<file path="src/rtl/cnn_conv_sequencer.sv">
// ---------------------------------------------------------------------------
// cnn_conv_sequencer
//
// Walks a 3x3 kernel across a square binary image in raster order. For each
// output-map position it presents one registered window sum on a
// valid/ready stream. A frame starts from IDLE on start=1. At that moment the
// image and the kernel are copied, so later input changes cannot disturb
// the frame.
//
// Ports
//   clk        single clock, rising edge
//   rst_n      synchronous active-low reset
//   start      frame request, honoured only in IDLE
//   image      IMG_DIM*IMG_DIM binary pixels, pixel(r,c) = image[r*IMG_DIM+c]
//   kernel     nine unsigned 8-bit weights, w(i,j) = kernel[(i*3+j)*8 +: 8]
//   out_ready  downstream accepts the current result
//   out_valid  out_data/out_row/out_col hold a result
//   out_data   12-bit window sum (max 9*255 = 2295)
//   out_row    output-map row of the current result
//   out_col    output-map column of the current result
//   busy       high in RUN and DONE
//   done       one-cycle pulse after the last transfer
// ---------------------------------------------------------------------------
module cnn_conv_sequencer #(
  parameter int IMG_DIM = 8
) (
  input  logic                         clk,
  input  logic                         rst_n,
  input  logic                         start,
  input  logic [IMG_DIM*IMG_DIM-1:0]   image,
  input  logic [71:0]                  kernel,
  input  logic                         out_ready,
  output logic                         out_valid,
  output logic [11:0]                  out_data,
  output logic [$clog2(IMG_DIM)-1:0]   out_row,
  output logic [$clog2(IMG_DIM)-1:0]   out_col,
  output logic                         busy,
  output logic                         done
);

  localparam int NPIX = IMG_DIM * IMG_DIM;
  localparam int CW   = $clog2(IMG_DIM);
  localparam int IW   = $clog2(NPIX);
  localparam logic [CW-1:0] LAST = CW'(IMG_DIM - 3);

  typedef enum logic [1:0] {
    S_IDLE,
    S_RUN,
    S_DONE
  } state_e;

  state_e            state_q, state_d;
  logic [NPIX-1:0]   img_q, img_d;
  logic [71:0]       ker_q, ker_d;
  logic [CW-1:0]     row_q, row_d;
  logic [CW-1:0]     col_q, col_d;
  logic [11:0]       data_q, data_d;

  // Sum of the weights whose pixel is set in the 3x3 window at (r,c).
  function automatic logic [11:0] window_sum(
    input logic [NPIX-1:0] img,
    input logic [71:0]     ker,
    input logic [CW-1:0]   r,
    input logic [CW-1:0]   c
  );
    logic [11:0]   acc;
    logic [IW-1:0] pidx;
    logic [6:0]    kidx;
    acc = '0;
    for (int i = 0; i < 3; i++) begin
      for (int j = 0; j < 3; j++) begin
        pidx = IW'((int'(r) + i) * IMG_DIM + int'(c) + j);
        kidx = 7'((i * 3 + j) * 8);
        if (img[pidx]) acc = acc + {4'd0, ker[kidx +: 8]};
      end
    end
    return acc;
  endfunction

  always_comb begin
    // NOTE: every signal gets its hold value first, so no path through the case
    // leaves one unassigned and no latch is inferred.
    state_d = state_q;
    img_d   = img_q;
    ker_d   = ker_q;
    row_d   = row_q;
    col_d   = col_q;
    data_d  = data_q;

    unique case (state_q)
      S_IDLE: begin
        if (start) begin
          state_d = S_RUN;
          img_d   = image;
          ker_d   = kernel;
          row_d   = '0;
          col_d   = '0;
          // The copies are not loaded yet, so the first sum uses the live inputs.
          data_d  = window_sum(image, kernel, '0, '0);
        end
      end
      S_RUN: begin
        if (out_ready) begin
          if (row_q == LAST && col_q == LAST) begin
            state_d = S_DONE;
          end else begin
            if (col_q == LAST) begin
              col_d = '0;
              row_d = row_q + 1'b1;
            end else begin
              col_d = col_q + 1'b1;
            end
            // NOTE: blocking assignments here, so row_d/col_d above are already
            // the advanced position when the next sum is computed.
            data_d = window_sum(img_q, ker_q, row_d, col_d);
          end
        end
      end
      S_DONE:  state_d = S_IDLE;
      default: state_d = S_IDLE;
    endcase
  end

  always_ff @(posedge clk) begin
    if (!rst_n) begin
      state_q <= S_IDLE;
      row_q   <= '0;
      col_q   <= '0;
      data_q  <= '0;
    end else begin
      state_q <= state_d;
      row_q   <= row_d;
      col_q   <= col_d;
      data_q  <= data_d;
    end
  end

  // NOTE: the image/kernel copies are plain data storage loaded on every start
  // before use, so they carry no reset.
  always_ff @(posedge clk) begin
    img_q <= img_d;
    ker_q <= ker_d;
  end

  assign out_valid = (state_q == S_RUN);
  assign busy      = (state_q != S_IDLE);
  assign done      = (state_q == S_DONE);
  assign out_data  = data_q;
  assign out_row   = row_q;
  assign out_col   = col_q;

endmodule
</file>
<file path="config.mk">
export PLATFORM = sky130hd
export DESIGN_NAME = cnn_conv_sequencer
export DESIGN_NICKNAME = d
export VERILOG_FILES = /design/src/rtl/cnn_conv_sequencer.sv
export SDC_FILE = /design/constraint.sdc
export NUM_CORES = 1
export LEC_CHECK = 0
export BUFFER_PORTS_ARGS = -buffer_cell sky130_fd_sc_hd__buf_4
export CORE_UTILIZATION = 45
export DETAILED_ROUTE_END_ITERATION = 10
export PLACE_DENSITY = 0.65
export SYNTH_ARGS = -nofsm -noshare
export SYNTH_HDL_FRONTEND = slang
export SYNTH_SLANG_ARGS = --single-unit
</file>
<file path="constraint.sdc">
create_clock -name clk -period 22.1 [get_ports clk]
set_input_delay 2.21 -clock clk [delete_from_list [all_inputs] [get_ports clk]]
set_output_delay 2.21 -clock clk [all_outputs]
set_load 0.02 [all_outputs]
</file>
==> results.toml <==
[run_status]
status = "finished with violations"
violations = "DRC"

[yosys]
netlist.area_leader.share = 0.267
syn_nets = 1909
synthDominantAreaCellType = "sky130_fd_sc_hd__edfxtp_1"
predominant_post_synthesis_flop_cell = "sky130_fd_sc_hd__edfxtp_1"
combinational_family_with_the_most_area_after_synthesis = "compound AO/OA/AOI/OAI gates"
synth_area_per_cell_um2 = 9.45
seq_area_frac_synth = 0.293
synth.ff_latch_count = 156
post-synth-top-count-cell = "sky130_fd_sc_hd__edfxtp_1"
yosys_warnings = 0
asyncSetResetFlopFracSynth = 0
netlist-cell-type-count = 101
synth_edf_count = 136
synth.area.top_cells = "sky130_fd_sc_hd__edfxtp_1 (27%), sky130_fd_sc_hd__ha_1 (11%), sky130_fd_sc_hd__mux2_2 (4.7%)"
synth_compound_gate_area_share = 0.202
synth-simple-area-share = 0.136
synth.area.mux_share = 0.123
synthAdderAreaFrac = 0.130
post_synth_xor_area_fraction = 0.0706
mappedNetlistArea_mm2 = 0.0153
ys_top_cells_by_count = "sky130_fd_sc_hd__edfxtp_1 (136), sky130_fd_sc_hd__ha_1 (134), sky130_fd_sc_hd__o21ai_0 (128), sky130_fd_sc_hd__nand2_1 (119), sky130_fd_sc_hd__a21oi_1 (117)"
synthesis.instances = 1619

[route]
wl_per_cell_um = 19.3
drt-total-wl_um = 42700
drt_pre_antenna_iters = 8
overall_via_count_from_detail_route = 12700
route.antenna.remaining_nets = 0
via_cell_ratio = 5.74
remaining_drc_errors = 2
dr.first_iter.drc_count = 821

[critical_path]
path_buf_inv = 3
r2r-start = "out_col[0]"
ff2ff_path_depth = 47
wp_depth = 47
worstSetupEndpointType = "flop"
crit_required_ns = 22.43
timing.critical_path.max_delay_family = "compound AO/OA/AOI/OAI gates"
worst-path-max-fanout = 38
critical_path_arrival_ns = 12.41
r2r_setup_slack_ns = 10.02
path_class = "reg2reg"
cpMaxStageDelayCell = "sky130_fd_sc_hd__ha_1"
critical-path-top-cell-by-count = "sky130_fd_sc_hd__ha_1"
crit_path_largest_cell_delay_ns = 0.95
timing.critical_path.from_type = "flop"
reg2reg_to = "out_data[11]"

[finish]
area.growth.synth_to_final_pct = 14.3
multi_input_area_mm2 = 0.0101
fillers = 3130
design.final.nets = 2043
insertedDiodeCount = 0
drive_above_1_share = 0.189
seqCellArea_mm2 = 0.00449

[global_route]
globalRouteOverflowTotal = 0
grt_first_pass_wirelength_um = 68700
grt_util_all_layers = 0.250
grt_max_degree = 74
first_global_vias = 12500
antenna_found_initial = 0

[hold_path]
min_delay_worst_endpoint = "out_data[8]"
whs_path_depth = 2
min_from = "out_data[8]"
hp-class = "reg2reg"

[clocking]
clkSlewWorstSetupHoldPaths_ns = 0.07
clock_sink_count = 156
cts_tree = "yes"
cts_buffers = 17
clk-insertion-delay-late_ns = 0.46
hold_buffers = 0
htreeDepth = 4
clock_path_buffers = 2
clk_root_buffer_cell = "sky130_fd_sc_hd__clkbuf_16"
cts.repair_timing.setup_buffer_count = 0
ctsResizeCount = 0

[timing]
maxSlewHeadroom = 0.278
rsz0062_at_grt = "no"
fmax_mhz = 82.8
timing.final.crit_period_ns = 12.08
final-max-slew-violation-count = 0
final.period_utilization = 0.546
timing.setup.tns_ns = 0
hold_violations = 0
clock-skew-final_ns = 0.0158
max_slew.worst_pin.slew_ns = 1.08
setup_violations = 0

[pwr]
power.static_leakage_nw = 7.27
finalPower_mw = 1.93
powerDensity_mw_per_mm2 = 110
ir_drop_mv = 0.0571

[placed_design]
finalWeightedCongestion = 0.926
portbufs = 160
dp_hpwl_um = 33400

[floorplan]
fp-row-count = 67
die_y_um = 186
placeableCoreArea_mm2 = 0.0335
die_width_um = 186
die_area_mm2 = 0.0348
starting_density_of_the_core = 0.456
ioPinCount = 161

[job]
max-cap-violations = 0
[report_power, final]
part | leakage [nW] | internal, mW | switching, mW
combinational | 5.50 | 0.569 | 0.695
sequential | 1.46 | 0.345 | 0.0162
clock | 0.310 | 0.178 | 0.129
[layout by cell type, fill, tap and decap left out, types with 8 or more instances in the layout]
cell | Yosys | routed
sky130_fd_sc_hd__mux2i_1 | 62 | 62
sky130_fd_sc_hd__buf_4 | 4 | 170
sky130_fd_sc_hd__and2_1 | 20 | 20
sky130_fd_sc_hd__inv_1 | 108 | 107
sky130_fd_sc_hd__a211oi_1 | 23 | 23
sky130_fd_sc_hd__dfxtp_1 | 20 | 19
sky130_fd_sc_hd__a21o_1 | 24 | 24
sky130_fd_sc_hd__o211ai_1 | 13 | 13
sky130_fd_sc_hd__fa_1 | 16 | 16
sky130_fd_sc_hd__o21ai_0 | 128 | 128
sky130_fd_sc_hd__mux4_2 | 21 | 21
sky130_fd_sc_hd__clkbuf_16 | 0 | 22
sky130_fd_sc_hd__xor2_1 | 19 | 19
sky130_fd_sc_hd__a21oi_1 | 117 | 117
sky130_fd_sc_hd__nor3b_1 | 9 | 9
sky130_fd_sc_hd__nor3_1 | 20 | 20
sky130_fd_sc_hd__edfxtp_1 | 136 | 136
sky130_fd_sc_hd__a31oi_1 | 8 | 8
sky130_fd_sc_hd__nor2_1 | 92 | 92
sky130_fd_sc_hd__nor2b_1 | 32 | 32
sky130_fd_sc_hd__o21a_1 | 38 | 38
sky130_fd_sc_hd__nand2_1 | 119 | 119
sky130_fd_sc_hd__or2_2 | 9 | 9
sky130_fd_sc_hd__o22ai_1 | 13 | 13
sky130_fd_sc_hd__o21bai_1 | 14 | 14
sky130_fd_sc_hd__and3_1 | 12 | 12
sky130_fd_sc_hd__mux2_2 | 64 | 64
sky130_fd_sc_hd__nand3_1 | 19 | 19
sky130_fd_sc_hd__ha_1 | 134 | 134
sky130_fd_sc_hd__xnor2_1 | 80 | 80
sky130_fd_sc_hd__a21boi_0 | 12 | 12
sky130_fd_sc_hd__o31ai_1 | 10 | 10
sky130_fd_sc_hd__nand2b_1 | 20 | 20
[cell type report]
class / count / share of cell area
Clock inverter: 9 / 0.00372
Sequential cell: 156 / 0.256
Tap cell: 448 / 0.0320
Inverter: 109 / 0.0237
Multi-Input combinational cell: 1299 / 0.580
Timing Repair Buffer: 170 / 0.0730
Clock buffer: 23 / 0.0317
[registers in the layout, indices dropped and copies added, names as in the netlist]
register and cells:
state_q 2, out_col 3, out_data 12, img_q 64, out_row 3, ker_q 72
[layer usage]
metal	part of all wire	GRT usage	routed length, um	vias up
met4	0.011	0.0559	463	0
li1	-	-	-	6284
met5	0	0	0	-
met1	0.47	0.342	20000	6062
met2	0.48	0.422	20400	326
met3	0.041	0.0322	1770	33
[logic make-up (layout without fill, tap and decap cells)]
logic type,Yosys count,in the layout
compound gates,479,479
simple gates,409,409
buf+inv,164,311
flops,156,156
mux,151,151
fa+ha+maj,150,150
xor+xnor,110,110
[worst reg2reg max path: cells and delay by family, from the launching register on]
family	cells	cell delay, ns
mux	5	1.46
fa+ha+maj	7	2.83
xor+xnor	1	0.09
simple gates	10	2.17
compound gates	21	4.19
flops	1	0.32
buf+inv	3	0.89
[stage by stage]
| stage | utilization | cells | cell area (um2) | setup slack, ns | hold WS (ns) |
|---|---|---|---|---|---|
| floorplan | - | 1619 | 15300 | 11.74 | 0.472 |
| global placement | 0.503 | 2182 | 16900 | 10.42 | 0.476 |
| detailed placement | 0.503 | 2182 | 16900 | 10.16 | 0.492 |
| CTS | 0.522 | 2214 | 17500 | 10.07 | 0.502 |
| global route | 0.522 | 2214 | 17500 | 8.91 | 0.524 |
| finish | 0.522 | 2214 | 17500 | 10.02 | 0.497 |
[worst max path at each step]
| stage | from | slack (ns) | endpoint |
|---|---|---|---|
| 2_1_floorplan | out_col[0] | 11.74 | out_data[11] |
| 3_3_place_gp | out_col[2] | 10.42 | out_data[11] |
| 5_1_grt | out_col[0] | 8.91 | out_data[11] |
| 6_report | out_col[0] | 10.02 | out_data[11] |
| 3_5_place_dp | out_col[2] | 10.16 | out_data[11] |
| 4_1_cts | out_col[2] | 10.07 | out_data[11] |
Note: power is estimated with default switching activity, not from simulation.
